==> config.mk <==
export PLATFORM = sky130hd
export DESIGN_NAME = led_flow_ctrl
export DESIGN_NICKNAME = d
export VERILOG_FILES = /design/src/rtl/led_pkg.sv /design/src/rtl/led_tick_gen.sv /design/src/rtl/led_flow_ctrl.sv
export SDC_FILE = /design/constraint.sdc
export NUM_CORES = 1
export LEC_CHECK = 0
export BUFFER_PORTS_ARGS = -buffer_cell sky130_fd_sc_hd__buf_2
export CORE_MARGIN = 4
export CORE_UTILIZATION = 60
export DETAILED_ROUTE_END_ITERATION = 8
export PLACE_DENSITY = 0.87
export SLEW_MARGIN = 20
export SYNTH_ARGS = -nofsm -noshare
export SYNTH_HDL_FRONTEND = slang
export SYNTH_SLANG_ARGS = --single-unit
==> constraint.sdc <==
create_clock -name CLK -period 3.18 [get_ports CLK]
set_input_delay 0.318 -clock CLK [delete_from_list [all_inputs] [get_ports CLK]]
set_output_delay 0.318 -clock CLK [all_outputs]
set_load 0.03 [all_outputs]
==> src/rtl/led_pkg.sv <==
`default_nettype none
// ============================================================================
//  Module      : led_pkg
//  Description : Shared pattern-mode encodings for the LED flow controller.
//  Revision    : 1.0 - initial release
// ============================================================================
package led_pkg;

   localparam logic [1:0] c_MODE_OFF    = 2'd0;
   localparam logic [1:0] c_MODE_BLINK  = 2'd1;
   localparam logic [1:0] c_MODE_CHASE  = 2'd2;
   localparam logic [1:0] c_MODE_BOUNCE = 2'd3;

endpackage
`default_nettype wire

==> src/rtl/led_tick_gen.sv <==
`default_nettype none
// ============================================================================
//  Module      : led_tick_gen
//  Description : Step prescaler counting 0..T_STEP-1 with end-of-step pulse.
//  Revision    : 1.0 - initial release
// ============================================================================
module led_tick_gen #(
   parameter int CNT_W  = 23,
   parameter int T_STEP = 5_000_000
) (
   input  logic             CLK,
   input  logic             RST,
   input  logic             EN,
   input  logic             CLR,
   output logic [CNT_W-1:0] count,
   output logic             STEP_P
);

   localparam logic [CNT_W-1:0] c_LAST = CNT_W'(T_STEP - 1);

   logic [CNT_W-1:0] count_q;
   logic [CNT_W-1:0] count_d;
   logic             last;

   assign last = (count_q == c_LAST);

   // CLR wins over EN so a pattern change always restarts with a full step
   always_comb begin
      count_d = count_q;
      if (CLR) begin
         count_d = '0;
      end else if (EN) begin
         count_d = last ? '0 : count_q + CNT_W'(1);
      end
   end

   always_ff @(posedge CLK) begin
      if (RST) begin
         count_q <= '0;
      end else begin
         count_q <= count_d;
      end
   end

   assign count  = count_q;
   assign STEP_P = EN & ~RST & last;

endmodule
`default_nettype wire

==> src/rtl/led_flow_ctrl.sv <==
`default_nettype none
// ============================================================================
//  Module      : led_flow_ctrl
//  Description : LED pattern generator (off / blink / chase / bounce).
//  Revision    : 1.0 - initial release
// ============================================================================
module led_flow_ctrl
   import led_pkg::*;
#(
   parameter int N_LED  = 4,
   parameter int CNT_W  = 23,
   parameter int T_STEP = 5_000_000
) (
   input  logic             CLK,
   input  logic             RST,
   input  logic             EN,
   input  logic [1:0]       MODE,
   input  logic [CNT_W-1:0] ON_CNT,
   output logic [N_LED-1:0] LED_out,
   output logic             STEP_P
);

   localparam int                 c_POS_W   = $clog2(N_LED);
   localparam logic [c_POS_W-1:0] c_POS_MAX = c_POS_W'(N_LED - 1);

   logic [1:0]         mode_q;
   logic [c_POS_W-1:0] pos_q;
   logic [c_POS_W-1:0] pos_d;
   logic               dir_q;
   logic               dir_d;
   logic [N_LED-1:0]   led_q;
   logic [N_LED-1:0]   led_d;

   logic               mode_chg;
   logic [CNT_W-1:0]   count;
   logic               step_p;
   logic [N_LED-1:0]   onehot;

   assign mode_chg = (MODE != mode_q);

   led_tick_gen #(
      .CNT_W  (CNT_W),
      .T_STEP (T_STEP)
   ) u_tick (
      .CLK    (CLK),
      .RST    (RST),
      .EN     (EN),
      .CLR    (mode_chg),
      .count  (count),
      .STEP_P (step_p)
   );

   assign STEP_P = step_p;

   // Mode-change clear has priority over a coinciding step boundary
   always_comb begin
      pos_d = pos_q;
      dir_d = dir_q;
      if (mode_chg || mode_q == c_MODE_OFF) begin
         pos_d = '0;
         dir_d = 1'b0;
      end else if (step_p) begin
         case (mode_q)
            c_MODE_CHASE: begin
               pos_d = (pos_q == c_POS_MAX) ? '0 : pos_q + c_POS_W'(1);
               dir_d = 1'b0;
            end
            c_MODE_BOUNCE: begin
               if (!dir_q) begin
                  if (pos_q == c_POS_MAX) begin
                     dir_d = 1'b1;
                     pos_d = pos_q - c_POS_W'(1);
                  end else begin
                     pos_d = pos_q + c_POS_W'(1);
                  end
               end else begin
                  if (pos_q == '0) begin
                     dir_d = 1'b0;
                     pos_d = c_POS_W'(1);
                  end else begin
                     pos_d = pos_q - c_POS_W'(1);
                  end
               end
            end
            default: begin
               pos_d = pos_q;
               dir_d = dir_q;
            end
         endcase
      end
   end

   assign onehot = {{(N_LED-1){1'b0}}, 1'b1} << pos_q;

   // Decode uses the registered mode/state, giving exactly one cycle of latency
   always_comb begin
      led_d = '0;
      if (EN) begin
         case (mode_q)
            c_MODE_BLINK:  led_d = (count < ON_CNT) ? '1 : '0;
            c_MODE_CHASE:  led_d = onehot;
            c_MODE_BOUNCE: led_d = onehot;
            default:       led_d = '0;
         endcase
      end
   end

   always_ff @(posedge CLK) begin
      if (RST) begin
         mode_q <= c_MODE_OFF;
         pos_q  <= '0;
         dir_q  <= 1'b0;
         led_q  <= '0;
      end else begin
         mode_q <= MODE;
         pos_q  <= pos_d;
         dir_q  <= dir_d;
         led_q  <= led_d;
      end
   end

   assign LED_out = led_q;

endmodule
`default_nettype wire

## Word-level counts from Yosys, hierarchy flattened

Cells that the tools add are included.

| storage, ports and cells | value |
|---|---|
| memory bits (read-only) | 0 |
| memories kept | 0 |
| logic and storage cells | 41 |
| register bits | 32 |
| input port bits | 28 |
| memory bits (writable) | 0 |
| output and inout port bits | 5 |
| bits in latches | 0 |

| cells by class | value |
|---|---|
| bitwise logic cells | 4 |
| mux-type cells | 12 |
| add/sub/neg operators | 3 |
| magnitude comparators | 1 |
| div/mod/pow operators | 0 |
| equal/unequal tests | 6 |
| multiply operators | 0 |
| reductions and logical operators | 9 |
| shifts and indexed selects | 1 |

Operator list:

| kind | count |
|---|---|
| adder 23 x 1 -> 23 bit, second input constant | 1 |
| == test 23 bit, second input constant | 1 |
| less-than comparator 23 bit | 1 |
| 2-to-1 mux 23 bit | 1 |
| 2-to-1 mux 2 bit | 4 |
| one-hot mux 4 bit (2 select lines) | 1 |
| OR reduction 2 bit | 4 |
| == test 2 bit, second input constant | 3 |
| logical NOT 2 bit | 2 |
| 2-to-1 mux 4 bit | 1 |
| one-hot mux 2 bit (2 select lines) | 1 |
| left shift 1 x 2 -> 4 bit, first input constant | 1 |
| 2-to-1 mux 1 bit | 3 |
| adder 2 x 1 -> 2 bit, second input constant | 1 |
| bitwise AND 1 bit | 2 |
| == test 2 x 1 -> 1 bit, second input constant | 1 |
| inequality test 2 bit | 1 |
| inverter 1 bit | 2 |
| one-hot mux 1 bit (2 select lines) | 1 |
| AND reduction 2 bit | 1 |
| nonzero test 2 bit | 1 |
| subtractor 2 x 1 -> 2 bit, second input constant | 1 |
| logical OR 1 bit | 1 |

## Longest topological paths before layout

Gate-level depths: netlist of run 1.

| depth | value |
|---|---|
| word-level depth | 4 |
| depth in mapped cells | 8 |
| depth with buffers taken out | 7 |

## By module

Synthesis of run 1 repeated with hierarchy kept, for this count alone.

| second synthesis, totals | value |
|---|---|
| cell total of the unflattened synthesis | 266 |
| area total of the unflattened synthesis | 2118.3 sq um |

Modules (own cells, without submodules):

| module | sequential area each (sq um) | area each (sq um) | cells an instance | times used |
|---|---|---|---|---|
| led_tick_gen | 460.4 | 1131.1 | 138 | 1 |
| led_flow_ctrl | 180.2 | 987.2 | 128 | 1 |

## Least setup slack after synthesis of run 1

No wires, ideal clock.

| timing path | value |
|---|---|
| path type | flip-flop to output port |
| start point | register u_tick.count_q[11], in the netlist u_tick.count[11] |
| end point | output port STEP_P |
| slack | 1181 ps |
| arrival | 1681 ps |
| buffers on the path | 1 |
| cell stages (with the launch flop) | 6 |
| required time | 2862 ps |
| cell sequence | dfxtp_1 nand4bb_1 nor4_1 nand4_1 buf_2 nor3_1 |

| between the ends | value |
|---|---|
| cells in the longest elaborated chain, start to end | 2 |

Ends and longest elaborated chain:

| element | RTL line | text |
|---|---|---|
| from (decl) | led_tick_gen.sv:21 | `logic [CNT_W-1:0] count_q;` |
| from (signal assigned) | led_tick_gen.sv:41 | `count_q <= count_d;` |
| == test 23 bit | led_tick_gen.sv:25 | `assign last = (count_q == c_LAST);` |
| bitwise AND 1 bit | led_tick_gen.sv:46 | `assign STEP_P = EN & ~RST & last;` |
| to (decl) | led_flow_ctrl.sv:20 | `output logic STEP_P` |

Every way passes these cells.

## Worst setup path after layout of run 1

Same ends and word-level chain as after synthesis.

==> results of run 1 <==
==> per-stage QoR <==
stage,util (%),hold WS [ps],power [uW],std cells
after floorplan,-,390,454,257
after global placement,68.1,501,479,331
after detailed placement,68.1,503,481,331
after CTS,69.9,200,712,339
after global routing,69.9,201,745,339
final,69.9,205,709,339
==> Yosys cell counts <==
library cell  number  share of area, %
o21ai_0            6               1.4
a211oi_1           1              0.36
or4_1              3               1.1
and3_1             1              0.30
nand2_1           25               4.5
xor2_1            19               8.0
buf_2              2              0.48
nor4b_2            1              0.72
xnor2_1            3               1.3
nor4_1             3              0.91
clkbuf_1           2              0.36
inv_2              1              0.18
inv_1             26               4.7
nand2b_1           2              0.60
nor2_1            30               5.4
or3_1              2              0.60
dfxtp_1           32                31
a31oi_1            1              0.30
o31ai_1            2              0.72
a21oi_1           16               3.9
a2111o_1           1              0.54
and4_1             1              0.42
nor2b_1            3              0.91
a211o_1            1              0.42
and2_1             1              0.30
a21o_1             3               1.1
o22ai_1            1              0.30
nor3_1             5               1.2
nand3b_1           2              0.72
a2bb2oi_1          1              0.42
nand4bb_1          1              0.54
a41oi_1            1              0.42
nand4_1           15               4.5
nand3_1           12               2.9
nor4_2             1              0.60
o21bai_2           1              0.54
ha_1              28                17
nor3b_1            1              0.36
==> layout make-up <==
class | instances | area [um2]
Timing Repair Buffer | 32 | 160
Clock buffer | 8 | 58.8
Tap cell | 46 | 57.6
Multi-Input combinational cell | 194 | 1310
Sequential cell | 32 | 641
Inverter | 27 | 101
Fill cell | 291 | 1010
==> report_power, final <==
| group | switching, uW | total, uW | internal [uW] |
|---|---|---|---|
| clock network | 128 | 237 | 109 |
| logic | 35.6 | 64.3 | 28.6 |
| registers | 4.03 | 408 | 404 |
==> kinds of logic (layout without fill, tap and decap cells) <==
group | count (synthesis) | in the layout | synth area share, %
adder cells (fa/ha/maj) | 28 | 28 | 16.9
AND/OR/NAND/NOR | 109 | 109 | 26.7
XOR/XNOR | 22 | 22 | 9.30
flip-flops | 32 | 32 | 30.9
buffers and inverters | 31 | 67 | 5.74
AO/OA/AOI/OAI | 35 | 35 | 10.4
==> state kept, by name, summed over array words and instances (netlist names) <==
register	count
u_tick.count	23
LED_out	4
dir_q	1
pos_q	2
mode_q	2
==> per-layer routing <==
layer / up-vias / GRT usage, % / share of wire, %
li1: 965 / - / -
met1: 849 / 27.0 / 48
met2: 34 / 33.0 / 47
met3: 7 / 4.55 / 4.5
met4: 0 / 6.09 / 1.3
met5: - / 0 / 0
==> worst paths after layout <==
check        slack (ps)  cells after the start                       endpoint
max                 770                      5                         STEP_P
min                 200                      2           mode_q[1]$_SDFF_PP0_
max reg2reg         890                      5  u_tick.count[17]$_SDFFE_PP0P_
min reg2reg         520                      2   u_tick.count[1]$_SDFFE_PP0P_
==> reports/metrics.csv, run 1 <==
metric,value,unit
vias_per_cell,5.47,
rows,21,
clk_root_buffer_cell,clkbuf_4,
post_cts_buffers,0,
antenna_found_initial,0,
netlist_instances,257,
drive_gt1_share,14.3,%
required,2860,ps
cts_hold_buf,0,
fin_skew,4.79,ps
core,0.00334,mm2
place_congestion,0.841,
grt_max_degree,20,
finalSetupViolations,0,
cts_tree,yes,
startpoint,u_tick.count[11]$_SDFFE_PP0P_,
cp_top_family,simple AND/OR/NAND/NOR gates,
place_area,0.00227,mm2
final_cell_area,0.00233,mm2
synth_cell_type_count,38,
drc,0,
grt_pass1_vias,1665,
finalSetupTns,0,ps
place_hpwl,3.18,mm
worst_skew_pair.late_latency,330,ps
cp_max_fo,11,
crit_type,flop to output port,
slew_viol_final,0,
die_h,66.8,um
drt-wirelength-per-cell,11.9,um
crit_slowest_cell,dfxtp_1,
grt_util_all_layers,20.4,%
die_area,0.00446,mm2
arrival,2090,ps
slew-limit-headroom,48.0,%
worst_pin_slew,780,ps
routed_wl,4.04,mm
crit_chain,"nand4bb_1, nor4_1, nand4_1, nor3_1, buf_2",
final_cell_mix,"dfxtp_1 (32), buf_2 (32), nor2_1 (30), ha_1 (28), inv_1 (26)",
numCtsBuffers,5,
hold_viol,0,
rsz0062_at_grt,no,
nets,348,
start_util,62.1,%
dr_total_vias,1855,
hold_path.startpoint,RST,
setup_slack,773,ps
drtIter0Drc,82,
syn_avg_cell_area,8.06,um2
drv_cap,0,
syn2layout_area_growth,12.5,%
antenna_cells,0,
period_needed,2410,ps
syn_nets,313,
fmax,0.415,GHz
status,"finished, final reports clean",
grt_overflow_total,0,
io_buffer_count,32,
antenna_left,0,
seq_area_frac_synth,30.9,%
critPathCaptureType,output port,
cts_repair_resize_count,0,
syn-cell-area,0.00207,mm2
ir_drop,0.000184,V
clkSlewWorstSetupHoldPaths,90,ps
critPathBufInv,1,
power_density,304,mW/mm2
cts_max_level,2,
p_leak,0.00103,uW
period_share,75.7,%
first_pass_iters,4,
place_ws,946,ps
num_io_pins,33,
startpoint_type,flop,
ys_warn_count,0,
clk_path_buf_depth,2,
min_path_type,primary input to flop,
ys_ff_latch,32,
cts_sinks,32,
reg2reg_from,u_tick.count[11]$_SDFFE_PP0P_,
die_w,66.8,um
grt_pass1_wl,7.09,mm
cpPeakStageDelay,470,ps
Power figures use the tool's default switching activity.
==> run 2, diff against run 1 <==
Settings changed: ABC_AREA from default to 1, CORE_UTILIZATION 60 to 58, PLACE_DENSITY 0.87 to 0.83.
Clock period 3.18 ns to 2.5 ns, I/O delays scaled along.
==> reports/metrics.csv, run 2 <==
metric,value,unit
status,"finished, final reports clean",
clk_path_buf_depth,2,
startpoint_type,flop,
finalSetupTns,0,ps
hold_path_depth,2,
cp_max_fo,4,
r2r_slack,780,ps
fin_skew,7.59,ps
p_leak,0.00134,uW
crit_type,flop to output port,
min_path_type,primary input to flop,
antenna_cells,0,
worst_pin_slew,429,ps
ff2ff_path_depth,10,
reg2reg_from,u_tick.count[1]$_SDFFE_PP0P_,
slew_viol_final,0,
syn_avg_cell_area,6.41,um2
routed_wl,5.52,mm
finish.utilization,67.7,%
hold_viol,0,
die_area,0.00535,mm2
grt.met1_usage,31.0,%
arrival,1700,ps
vias_per_cell,5.12,
power_density,377,mW/mm2
antenna_found_initial,0,
seq_area,641,um2
yosys.area.top_type,dfxtp_1,
finalNonFillerCells,470,
grt_overflow_total,0,
grt_pass1_vias,2185,
hold_end,mode_q[1]$_SDFF_PP0_,
fmax,0.513,GHz
fillers,385,
cts_repair_resize_count,0,
crit_top_cell,nand3_2,
cts_sinks,32,
post_cts_buffers,0,
start_util,60.6,%
largest_reg_flops,23,
drv_cap,0,
critPathCaptureType,output port,
layout_commonest_cell,nand2_1,
slew-limit-headroom,71.2,%
rows,23,
r2r_end,u_tick.count[11]$_SDFFE_PP0P_,
rsz0062_at_grt,no,
multi_input_area,0.00152,mm2
worst_skew_pair.late_latency,280,ps
dr_total_vias,2407,
synth_top_area_share,26.0,%
synth-async-reset-ratio,0,%
grt_util_all_layers,22.4,%
ir_drop,0.000225,V
cts_max_level,2,
period_share,77.9,%
cts_hold_buf,0,
core,0.00406,mm2
drc,0,
num_io_pins,33,
die_h,73.1,um
hold_path.startpoint,RST,
grt_pass1_wl,9.47,mm
ys_warn_count,0,
synth_common_cells,"nand2_1 (89), nor2_1 (71), inv_1 (70)",
synth-edff-count,0,
drt-wirelength-per-cell,11.7,um
cts_tree,yes,
synth_top_cells_by_area,"dfxtp_1 (26%), ha_1 (14%), nand2_1 (14%)",
place_hpwl,4.42,mm
required,2250,ps
crit_chain,"ha_1, nand3_2, nor2_2, nand3_2, nor3_1, buf_2",
final_cell_mix,"nand2_1 (89), nor2_1 (71), inv_1 (70), dfxtp_1 (32), buf_2 (32)",
first_pass_iters,4,
syn-cell-area,0.00246,mm2
drtIter0Drc,224,
place_congestion,0.939,
netlist_instances,384,
clk_root_buffer_cell,clkbuf_8,
grt_max_degree,17,
seq_area_frac_synth,26.0,%
crit_slowest_cell,dfxtp_1,
grt_use_met2,36.8,%
drive_gt1_share,13.8,%
finalSetupViolations,0,
io_buffer_count,32,
place_area,0.00265,mm2
ys_dominant_reg_cell,dfxtp_1,
numCtsBuffers,5,
grt-busiest-layer,met2,
antenna_left,0,
yosysMostFrequentCell,nand2_1,
ys_ff_latch,32,
syn_nets,440,
die_w,73.1,um
met3_usage,3.72,%
synth_cell_type_count,30,
cpPeakStageDelay,400,ps
period_needed,1950,ps
syn2layout_area_growth,11.7,%
dp.cells,463,
final_cell_area,0.00275,mm2
nets,476,
clkSlewWorstSetupHoldPaths,70,ps
run 2: cell count changes in the layout (fill, tap and decap cells not counted), moves of 5 or more:
| cell | delta |
|---|---|
| clkbuf_4 | -5 |
| clkbuf_8 | +6 |
| inv_1 | +44 |
| nand2_1 | +64 |
| nand4_1 | -8 |
| nor2_1 | +41 |
| nor3_1 | +6 |
| xor2_1 | -12 |
run 2: where the power goes:
group	switching, uW	internal, uW
Combinational	54.5	36.8
Clock	180	245
Sequential	5.58	514
Total	240	796
run 2: how the worst max path moves through the flow:
stage	start	endpoint	slack, ps	depth (start not counted)
CTS	u_tick.count[1]$_SDFFE_PP0P_	STEP_P	560	6
global placement	u_tick.count[1]$_SDFFE_PP0P_	STEP_P	890	6
floorplan	u_tick.count[1]$_SDFFE_PP0P_	STEP_P	670	5
detailed placement	u_tick.count[1]$_SDFFE_PP0P_	u_tick.count[11]$_SDFFE_PP0P_	820	10
global route	u_tick.count[1]$_SDFFE_PP0P_	STEP_P	430	6
finish	u_tick.count[1]$_SDFFE_PP0P_	STEP_P	550	6
run 2: cell families after synthesis:
group | Yosys count | synth area share, %
and+or+nand+nor | 214 | 38.7
DFF | 32 | 26.0
xor gates and xnor gates | 8 | 2.85
adders and majority gates | 28 | 14.2
buffers and inverters | 75 | 12.3
AOI/OAI and AO/OA | 27 | 5.90
run 2: cell type report:
type | instances | area share (%)
well taps | 50 | 2.28
clock buffers | 7 | 3.51
repair buffers | 32 | 5.83
multi-input cells | 277 | 55.2
inverters | 72 | 9.84
flip-flops and latches | 32 | 23.3
run 2: stage by stage:
| stage | setup slack, ps | power (uW) | hold WS (ps) |
|---|---|---|---|
| after detailed placement | 823 | 623 | 464 |
| after global placement | 895 | 619 | 465 |
| final | 552 | 1040 | 169 |
| after floorplan | 669 | 591 | 322 |
| after CTS | 556 | 1040 | 166 |
| after global routing | 431 | 1080 | 173 |
run 2: layer usage:
metal / part of all wire, % / wire length [um]
met5: 0 / 0
met4: 0.73 / 40
met3: 6.7 / 371
met2: 47 / 2570
met1: 46 / 2540
run 2: worst max-delay path: cells and delay by family, from the launching register on:
| kind | cells | cell delay [ps] |
|---|---|---|
| simple gates | 4 | 590 |
| flops | 1 | 400 |
| buf+inv | 1 | 220 |
| fa+ha+maj | 1 | 210 |
==> run 3, diff against run 2 <==
Settings changed: CORE_UTILIZATION 58 to 52, PLACE_DENSITY 0.83 to 0.79.
Clock period 2.5 ns to 1.7 ns, I/O delays scaled along.
==> reports/metrics.csv, run 3 (same netlist as run 2, synthesis figures left out) <==
metric,value,unit
drive_gt1_share,17.7,%
r2r_slack,130,ps
finalSetupTns,0,ps
layout_commonest_cell,nand2_1,
final_cell_mix,"nand2_1 (89), nor2_1 (71), inv_1 (68), buf_2 (31), dfxtp_1 (28)",
period_needed,1620,ps
die_w,76.8,um
power_switching,365,uW
drc,0,
antenna_found_initial,0,
slew_viol_final,0,
critPathCaptureType,output port,
first_pass_iters,4,
crit_chain,"nand2_1, nor2_1, nand3_2, nor3_2, buf_4",
io_buffer_count,32,
vias_per_cell,5.05,
antenna_cells,0,
fin_skew,7.58,ps
min_path_type,primary input to flop,
required,1530,ps
period_share,95.2,%
grt_overflow_total,0,
die_h,76.8,um
numCtsBuffers,5,
startpoint_type,flop,
cts_hold_buf,0,
antenna_left,0,
arrival,1450,ps
grt_pass1_vias,2243,
cts_tree,yes,
hold_viol,0,
clk_root_buffer_cell,clkbuf_8,
cp_max_fo,6,
dr_total_vias,2429,
place_congestion,0.920,
worst_pin_slew,349,ps
nets,487,
clkSlewWorstSetupHoldPaths,70,ps
num_io_pins,33,
drv_cap,0,
crit_type,flop to output port,
switching_share,25.2,%
finalNonFillerCells,481,
fillers,409,
pwr-share-seq,52.7,%
intPower,1080,uW
p_leak,0.00138,uW
clockPowerShare,37.0,%
start_util,55.0,%
drtIter0Drc,162,
cpPeakStageDelay,450,ps
place_hpwl,4.56,mm
finalSetupViolations,0,
largest_reg_flops,23,
clk_path_buf_depth,2,
rows,24,
fmax,0.618,GHz
syn2layout_area_growth,16.1,%
combinationalPowerShare,10.3,%
grt_pass1_wl,9.92,mm
slew-limit-headroom,76.5,%
grt_max_degree,17,
core,0.00447,mm2
cts_sinks,32,
ir_drop,0.000445,V
dp.cells,474,
cts_max_level,2,
die_area,0.00590,mm2
worst_skew_pair.late_latency,290,ps
status,"finished, final reports clean",
drt-wirelength-per-cell,11.8,um
grt_util_all_layers,20.6,%
crit_slowest_cell,dfxtp_1,
routed_wl,5.69,mm
power_density,506,mW/mm2
==> run 3: critical path, delay by kind of cell, from the launching register on <==
kind	cells	cell delay (ps)
buf+inv	1	180
flops	1	450
simple gates	4	530
==> run 3: per-layer routing <==
| layer | part of all wire, % | vias up | track usage, % | routed length, um |
|---|---|---|---|---|
| met5 | 0 | - | 0 | 0 |
| met1 | 46 | 1059 | 26.2 | 2630 |
| met2 | 44 | 72 | 32.6 | 2510 |
| met4 | 3.3 | 0 | 9.06 | 185 |
| li1 | - | 1282 | - | - |
| met3 | 6.5 | 16 | 5.27 | 372 |
==> run 3: layout make-up <==
cell class,count,area (um2),area share [%]
flip-flops and latches,32,646,22.6
inverters,72,270,9.46
repair buffers,43,245,8.59
well taps,52,65.1,2.28
multi-input cells,277,1560,54.7
clock buffers,5,68.8,2.41
==> run 3: stage by stage <==
stage / utilization, % / hold slack, ps / area, um2 / power [uW] / setup WS [ps]
after floorplan: - / 242 / 2460 / 869 / 198
after detailed placement: 60.9 / 388 / 2730 / 924 / 99.3
final: 63.8 / 94.3 / 2860 / 1450 / 81.1
after global placement: 60.9 / 387 / 2730 / 919 / 167
after global routing: 63.8 / 102 / 2860 / 1510 / -12.9
after CTS: 63.0 / 80.8 / 2820 / 1450 / 11.0
==> run 3: repair_timing <==
item                                    CTS  global route
endpoints found under the setup margin    1            17
setup buffers                             2             0
pin swaps                                 2             1
resized for setup                         4             9
==> run 3: final timing paths <==
kind / start / depth (start not counted) / end
setup / recovery: u_tick.count[11]$_SDFFE_PP0P_ / 5 / STEP_P
hold / removal: RST / 2 / mode_q[1]$_SDFF_PP0_
hold reg to reg: pos_q[1]$_SDFFE_PP0P_ / 2 / pos_q[1]$_SDFFE_PP0P_
setup reg to reg: u_tick.count[7]$_SDFFE_PP0P_ / 11 / u_tick.count[11]$_SDFFE_PP0P_
==> run 3: power groups by stage <==
stage	clock [uW]	combinational (uW)	sequential, uW
3_3_place_gp	0	142	777
3_5_place_dp	0	147	777
5_1_grt	573	174	762
6_report	535	149	761
4_1_cts	545	148	760
2_1_floorplan	0	86.0	783
